### src/rtl/tpg_monitor_pkg.sv
// Shared types and constants for the TPG output monitor.
package tpg_monitor_pkg;

  typedef enum logic [1:0] {
    SEARCH = 2'd0,
    TRAIN  = 2'd1,
    CHECK  = 2'd2
  } state_t;

  localparam int ERR_HTOT = 0;
  localparam int ERR_HSW  = 1;
  localparam int ERR_ACTW = 2;
  localparam int ERR_VTOT = 3;
  localparam int ERR_ACTL = 4;
  localparam int ERR_PIX  = 5;
  localparam int ERR_BITS = 6;

  function automatic logic [15:0] sat_inc16(input logic [15:0] v);
    return (&v) ? v : v + 16'd1;
  endfunction

endpackage

### src/rtl/tpg_span_meas.sv
// Saturating span counter: counts enabled cycles between start events and
// presents the finished span, including the start cycle itself, on start.
module tpg_span_meas #(
  parameter int W = 12
) (
  input  logic         clk,
  input  logic         rst,
  input  logic         start,
  input  logic         count_en,
  output logic [W-1:0] value,
  output logic         valid
);

  logic [W-1:0] cnt;
  logic [W-1:0] cnt_inc;
  logic         armed;

  assign cnt_inc = (&cnt) ? cnt : cnt + W'(1);
  assign value   = count_en ? cnt_inc : cnt;
  // The first start after reset only opens a span; the partial one is dropped.
  assign valid   = start & armed;

  // NOTE: sequential state uses non-blocking assignments so every register
  // samples the pre-edge values of the others, independent of block order.
  always_ff @(posedge clk) begin
    if (rst) begin
      cnt   <= '0;
      armed <= 1'b0;
    end else if (start) begin
      cnt   <= '0;
      armed <= 1'b1;
    end else if (count_en) begin
      cnt   <= cnt_inc;
    end
  end

endmodule

### src/rtl/tpg_monitor.sv
// Passive checker on the TPG video output: measures line/frame timing,
// compares it against programmed values and checks the grey-ramp pattern.
module tpg_monitor
  import tpg_monitor_pkg::*;
#(
  parameter int PW     = 8,
  parameter int H_BITS = 12,
  parameter int V_BITS = 12
) (
  input  logic                clk,
  input  logic                rst,
  input  logic                hs,
  input  logic                vs,
  input  logic                vld,
  input  logic [3*PW-1:0]     rgb,
  input  logic [H_BITS-1:0]   exp_h_total,
  input  logic [H_BITS-1:0]   exp_hs_width,
  input  logic [H_BITS-1:0]   exp_act_width,
  input  logic [V_BITS-1:0]   exp_v_total,
  input  logic [V_BITS-1:0]   exp_act_lines,
  input  logic                clr_err,
  output logic                locked,
  output logic [H_BITS-1:0]   meas_h_total,
  output logic [H_BITS-1:0]   meas_hs_width,
  output logic [H_BITS-1:0]   meas_act_width,
  output logic [V_BITS-1:0]   meas_v_total,
  output logic [V_BITS-1:0]   meas_act_lines,
  output logic [ERR_BITS-1:0] err_flags,
  output logic [15:0]         err_cnt,
  output logic [15:0]         frame_cnt
);

  state_t state;

  logic hs_d, vs_d, vld_d;
  logic hs_rise, hs_fall, vs_rise, vld_fall;

  assign hs_rise  = hs & ~hs_d;
  assign hs_fall  = ~hs & hs_d;
  assign vs_rise  = vs & ~vs_d;
  assign vld_fall = ~vld & vld_d;

  logic [H_BITS-1:0] htot_val, hsw_val, actw_val;
  logic              htot_vld, hsw_vld, actw_vld;

  tpg_span_meas #(.W(H_BITS)) u_htot (
    .clk(clk), .rst(rst), .start(hs_rise), .count_en(1'b1),
    .value(htot_val), .valid(htot_vld)
  );

  tpg_span_meas #(.W(H_BITS)) u_hsw (
    .clk(clk), .rst(rst), .start(hs_fall), .count_en(hs),
    .value(hsw_val), .valid(hsw_vld)
  );

  tpg_span_meas #(.W(H_BITS)) u_actw (
    .clk(clk), .rst(rst), .start(vld_fall), .count_en(vld),
    .value(actw_val), .valid(actw_vld)
  );

  // Vertical counters; values already include an hs rise landing this cycle.
  logic [V_BITS-1:0] vcnt, act_cnt;
  logic [V_BITS-1:0] vtot_val, actl_val;
  logic              line_act, v_armed, vtot_vld;

  assign vtot_val = (hs_rise && !(&vcnt)) ? vcnt + V_BITS'(1) : vcnt;
  assign actl_val = (hs_rise && line_act && !(&act_cnt)) ? act_cnt + V_BITS'(1) : act_cnt;
  assign vtot_vld = vs_rise & v_armed;

  logic [PW-1:0] pix_r, pix_g, pix_b, ref_pix, ref_next;
  logic          ref_vld, pix_bad;

  assign pix_r    = rgb[3*PW-1:2*PW];
  assign pix_g    = rgb[2*PW-1:PW];
  assign pix_b    = rgb[PW-1:0];
  assign ref_next = ref_pix + PW'(1);
  assign pix_bad  = (pix_r != pix_g) || (pix_g != pix_b) || (pix_r != ref_next);

  logic [ERR_BITS-1:0] new_err;
  logic                meas_fail;

  // NOTE: every output of an always_comb gets a default first, so no path
  // leaves it unassigned and no latch is inferred.
  always_comb begin
    new_err = '0;
    if (state == CHECK) begin
      new_err[ERR_HTOT] = htot_vld && (htot_val != exp_h_total);
      new_err[ERR_HSW]  = hsw_vld  && (hsw_val  != exp_hs_width);
      new_err[ERR_ACTW] = actw_vld && (actw_val != exp_act_width);
      new_err[ERR_VTOT] = vtot_vld && (vtot_val != exp_v_total);
      new_err[ERR_ACTL] = vtot_vld && (actl_val != exp_act_lines);
      new_err[ERR_PIX]  = vld && ref_vld && pix_bad;
    end
  end

  // Pixel errors are reported but never drop lock.
  assign meas_fail = |new_err[ERR_ACTL:ERR_HTOT];

  always_ff @(posedge clk) begin
    if (rst) begin
      hs_d           <= 1'b0;
      vs_d           <= 1'b0;
      vld_d          <= 1'b0;
      vcnt           <= '0;
      act_cnt        <= '0;
      line_act       <= 1'b0;
      v_armed        <= 1'b0;
      meas_h_total   <= '0;
      meas_hs_width  <= '0;
      meas_act_width <= '0;
      meas_v_total   <= '0;
      meas_act_lines <= '0;
      frame_cnt      <= '0;
    end else begin
      hs_d     <= hs;
      vs_d     <= vs;
      vld_d    <= vld;
      line_act <= hs_rise ? vld : (line_act | vld);
      if (vs_rise) begin
        v_armed <= 1'b1;
        vcnt    <= hs_rise ? V_BITS'(1) : '0;
        act_cnt <= '0;
      end else begin
        vcnt    <= vtot_val;
        act_cnt <= actl_val;
      end
      if (htot_vld) meas_h_total   <= htot_val;
      if (hsw_vld)  meas_hs_width  <= hsw_val;
      if (actw_vld) meas_act_width <= actw_val;
      if (vtot_vld) begin
        meas_v_total   <= vtot_val;
        meas_act_lines <= actl_val;
      end
      frame_cnt <= frame_cnt + 16'(vs_rise);
    end
  end

  always_ff @(posedge clk) begin
    if (rst) begin
      state  <= SEARCH;
      locked <= 1'b0;
    end else begin
      case (state)
        SEARCH: if (vs_rise) state <= TRAIN;
        TRAIN: begin
          if (vs_rise) begin
            state  <= CHECK;
            locked <= 1'b1;
          end
        end
        CHECK: begin
          if (meas_fail) begin
            state  <= SEARCH;
            locked <= 1'b0;
          end
        end
        default: begin
          state  <= SEARCH;
          locked <= 1'b0;
        end
      endcase
    end
  end

  // The first pixel seen in CHECK seeds the reference; every later pixel reloads it.
  always_ff @(posedge clk) begin
    if (rst) begin
      ref_pix <= '0;
      ref_vld <= 1'b0;
    end else if (state != CHECK) begin
      ref_vld <= 1'b0;
    end else if (vld) begin
      ref_pix <= pix_r;
      ref_vld <= 1'b1;
    end
  end

  always_ff @(posedge clk) begin
    if (rst) begin
      err_flags <= '0;
      err_cnt   <= '0;
    end else begin
      err_flags <= (clr_err ? '0 : err_flags) | new_err;
      if (|new_err)     err_cnt <= clr_err ? 16'd1 : sat_inc16(err_cnt);
      else if (clr_err) err_cnt <= '0;
    end
  end

endmodule

### config.mk
export PLATFORM = sky130hd
export DESIGN_NAME = tpg_monitor
export DESIGN_NICKNAME = d
export VERILOG_FILES = /design/src/rtl/tpg_monitor_pkg.sv /design/src/rtl/tpg_span_meas.sv /design/src/rtl/tpg_monitor.sv
export SDC_FILE = /design/constraint.sdc
export NUM_CORES = 1
export LEC_CHECK = 0
export BUFFER_PORTS_ARGS = -buffer_cell sky130_fd_sc_hd__buf_2
export CELL_PAD_IN_SITES_DETAIL_PLACEMENT = 0
export CELL_PAD_IN_SITES_GLOBAL_PLACEMENT = 2
export CORE_ASPECT_RATIO = 1.2
export CORE_MARGIN = 2
export CORE_UTILIZATION = 34
export CTS_BUF_LIST = sky130_fd_sc_hd__clkbuf_8
export CTS_CLUSTER_DIAMETER = 100
export CTS_CLUSTER_SIZE = 28
export DETAILED_ROUTE_END_ITERATION = 10
export GPL_TIMING_DRIVEN = 0
export PLACE_DENSITY_LB_ADDON = 0.05
export SYNTH_ARGS = -nofsm -noshare
export SYNTH_HDL_FRONTEND = slang
export SYNTH_SLANG_ARGS = --single-unit
### constraint.sdc
create_clock -name clk -period 3.7 [get_ports clk]
set_input_delay 0.74 -clock clk [delete_from_list [all_inputs] [get_ports clk]]
set_output_delay 0.74 -clock clk [all_outputs]
set_load 0.03 [all_outputs]
==> results.sh <==
export IMPL_area_growth_pct=19.39
export IMPL_async_flop_share_pct=0
export IMPL_ctsRootBufferMaster="clkbuf_8"
export IMPL_critical_path_startpoint="vcnt[1]"
export IMPL_io_pins=189
export IMPL_finalInstanceArea_mm2=0.01189
export IMPL_vias=9713
export IMPL_synthXorXnorAreaFrac_pct=8.167
export IMPL_place_gp_congestion=0.8746
export IMPL_dieWidth_um=160.2
export IMPL_numCtsBuffers=17
export IMPL_period_needed_ns=3.481
export IMPL_tritoncts="yes"
export IMPL_drt_iter0_drc=472
export IMPL_p_clk_share_pct=37.5
export IMPL_fin_crit_sh_pct=94.07
export IMPL_worst_path_buf_inv=1
export IMPL_yosysWarnings=0
export IMPL_synthSimpleGateAreaFrac_pct=30.76
export IMPL_fin_nets=1548
export IMPL_p_seq_share_pct=51.8
export IMPL_synth_most_common_cell="nor2_1"
export IMPL_wl_met3_mm=1.471
export IMPL_end_kind="flop"
export IMPL_power_leakage_nw=4.531
export IMPL_synth_edff_count=0
export IMPL_postLayoutCoreUtil_pct=41.34
export IMPL_clkLatencyLatePin_ns=0.47
export IMPL_coreArea_mm2=0.02876
export IMPL_intPower_w=0.002724
export IMPL_finalSetupViolations=0
export IMPL_slew_headroom_pct=41.94
export IMPL_synth_compound_area_share_pct=17.92
export IMPL_worstPathArrival_ns=3.87
export IMPL_wirelength_mm=32.12
export IMPL_die_h_um=191.5
export IMPL_first_global_vias=9299
export IMPL_cts_clk_slew_worst_paths_ns=0.10
export IMPL_synth_seq_area_share_pct=35.78
export IMPL_htree_levels=4
export IMPL_r2r_end="err_cnt[0]"
export IMPL_synth_top_cell_by_area="dfxtp_1"
export IMPL_netlist_area_mm2=0.009958
export IMPL_synth_nets=1338
export IMPL_portBuffers=187
export IMPL_grt_first_pass_wirelength_mm=50.72
export IMPL_synth_seq_cells=178
export IMPL_diodes=0
export IMPL_layout_setup_ws_ns=0.2192
export IMPL_drive_above_1_share_pct=20.66
export IMPL_cap_violations=0
export IMPL_ir_drop_mv=0.2115
export IMPL_antenna_found_initial=0
export IMPL_synth_top_area_share_pct=35.78
export IMPL_hold_violations=0
export IMPL_die_area_mm2=0.03068
export IMPL_topRoutingLayerUsed="met4"
export IMPL_synth_top_family_by_area="simple AND/OR/NAND/NOR gates"
export IMPL_grt_max_degree=18
export IMPL_wl_met2_mm=15.50
export IMPL_max_stage_delay_ns=0.44
export IMPL_route_detailed_wl_per_inst_um=17.39
export IMPL_grt_overflow=0
export IMPL_clock_sink_count=178
export IMPL_antenna_left=0
export IMPL_r2r_cells=12
export IMPL_min_from="meas_hs_width[8]"
export IMPL_fmax_ghz=0.2873
export IMPL_drc=0
export IMPL_synthMuxAreaShare_pct=1.847
export IMPL_switching_share_pct=28.55
export IMPL_initial_core_util_pct=34.63
export IMPL_rsz0062_at_grt="false"
export IMPL_hp_class="reg -> reg"
export IMPL_dp_slack_ns=-0.5707
export IMPL_hpwl_mm=24.82
export IMPL_r2r_setup_slack_ns=0.22
export IMPL_vias_per_cell=5.259
export IMPL_synthAdderAreaFrac_pct=1.131
export IMPL_synthTopCellsByCount="184 x nor2_1, 178 x dfxtp_1, 110 x nand2_1, 90 x a21oi_1, 48 x nand3_1"
export IMPL_tightest_slew_ns=0.8708
export IMPL_firstDrtPassIters=5
export IMPL_ys_flop_type="dfxtp_1"
export IMPL_powerDensity_mw_per_mm2=320.6
export IMPL_synth_distinct_cells=90
export IMPL_critical_path_top_delay_family="compound AO/OA/AOI/OAI gates"
export IMPL_cp_required_ns=4.09
export IMPL_worstHoldPathCells=2
export IMPL_gr_usage_all_layers_pct=20.88
export IMPL_r2r_start="vcnt[1]"
export IMPL_cp_max_fo=10
export IMPL_p_switching_w=0.001089
export IMPL_worst_setup_path_type="reg -> reg"
export IMPL_synthCells=1239
export IMPL_status="finished clean"
export IMPL_place_area_mm2=0.01138
export IMPL_fin_skew_ns=0.02185
export IMPL_ctsLongestPathBuffers=2
export IMPL_synth_avg_cell_area_um2=8.037
export IMPL_row_count=68
export IMPL_route_layer_met1_wl_mm=14.81
export IMPL_worstHoldEndpoint="meas_hs_width[8]"
export IMPL_worstSetupStartpointType="flop"
export IMPL_path_cells="ha_1 -> nand2_1 -> o311a_1 -> nor2_1 -> xor2_1 -> a2111o_1 -> o31ai_2 -> o221ai_2 -> o21ai_4 -> buf_6 -> nand3_2 -> a21oi_2"
export IMPL_yosys_top_cells_area="dfxtp_1 36%, nor2_1 6.9%, a21oi_1 4.5%, nand2_1 4.1%, xor2_1 4.1%"
export IMPL_crit_slowest_cell="o311a_1"
export IMPL_slew_violations=0
export IMPL_combinationalPowerShare_pct=10.7
==> final cells by class <==
cell class | instances | area (um^2)
Sequential cell | 178 | 3563
Clock inverter | 15 | 172.7
Fill cell | 3148 | 16870
Buffer | 74 | 355.3
Timing Repair Buffer | 191 | 965.9
Tap cell | 385 | 481.7
Inverter | 22 | 82.58
Clock buffer | 17 | 234.0
Multi-Input combinational cell | 965 | 6033
==> worst max path at each step <==
stage	end	slack [ns]	depth (start not counted)
global route	err_cnt[5]	0.008	13
floorplan	err_cnt[8]	0.42	12
CTS	err_cnt[0]	0.07	12
finish	err_cnt[0]	0.22	12
detailed placement	err_cnt[8]	-0.57	13
global placement	err_cnt[8]	-0.62	13
==> repair_timing <==
action	4_1_cts	5_1_grt
setup endpoints to repair	16	18
hold buffers	0	0
setup buffers	3	1
gates resized for setup	6	9
pin swaps	1	1
==> worst register-to-register path, delay by kind of cell (launching register included) <==
family | cells | cell delay, ns
AO/OA/AOI/OAI | 6 | 1.83
AND/OR/NAND/NOR | 3 | 0.55
flip-flops | 1 | 0.42
adder cells (fa/ha/maj) | 1 | 0.32
buffers and inverters | 1 | 0.18
XOR/XNOR | 1 | 0.12
==> cells in the final DEF, fill, tap and decap left out, drive strengths merged, types with 4 or more instances in the layout <==
master,n
buf,225
nor2,184
dfxtp,178
nand2,110
a21oi,91
clkbuf,57
nand3,52
xor2,47
xnor2,38
nor3,37
nand4,35
a211oi,32
inv,30
o21ai,30
and3,28
nor4,19
nor2b,16
and2,16
and4,15
mux2i,15
or3,15
o31ai,12
nand3b,12
nand2b,11
or4,10
o211ai,10
a31oi,9
ha,9
o22ai,8
a41oi,7
nor3b,7
or2,7
a21o,6
o2111ai,6
o41ai,5
o21a,5
and4b,4
a311oi,4
==> cell families after synthesis <==
kind of cell    after synthesis
flops                       178
buf+inv                      96
simple gates                587
mux                          18
fa+ha+maj                     9
compound gates              263
xor+xnor                     88
==> per-stage QoR <==
stage          power, W  instances  setup TNS (ns)  hold slack (ns)
3_5_place_dp   0.002428       1811          -8.263           0.4504
5_1_grt        0.003994       1847               0           0.4874
6_report       0.003812       1847               0           0.4646
4_1_cts        0.003877       1846               0           0.4590
2_1_floorplan  0.002255       1239               0           0.4481
3_3_place_gp   0.002427       1811          -8.921           0.4417
==> metal layers <==
layer,global-route usage (%),vias up
li1,-,4911
met1,26.94,4597
met2,36.25,187
met3,3.905,18
met4,4.747,0
met5,0,-
==> power groups by stage <==
stage | clock (W) | sequential [W] | combinational [W]
5_1_grt | 0.00156 | 0.00198 | 0.000454
4_1_cts | 0.00149 | 0.00197 | 0.000414
6_report | 0.00143 | 0.00197 | 0.000407
3_3_place_gp | 0 | 0.00202 | 0.000409
2_1_floorplan | 0 | 0.00204 | 0.000211
3_5_place_dp | 0 | 0.00202 | 0.000410
==> registers in the layout (all words and copies together), names as in the netlist, 2 cells and up <==
| signal | cells |
|---|---|
| err_cnt | 16 |
| meas_act_width | 12 |
| ref_pix | 8 |
| vcnt | 12 |
| state | 2 |
| frame_cnt | 16 |
| meas_hs_width | 12 |
| err_flags | 6 |
| u_htot.cnt | 12 |
| meas_act_lines | 12 |
| meas_v_total | 12 |
| u_actw.cnt | 12 |
| act_cnt | 12 |
| meas_h_total | 12 |
| u_hsw.cnt | 12 |
Power figures use the tool's default switching activity.
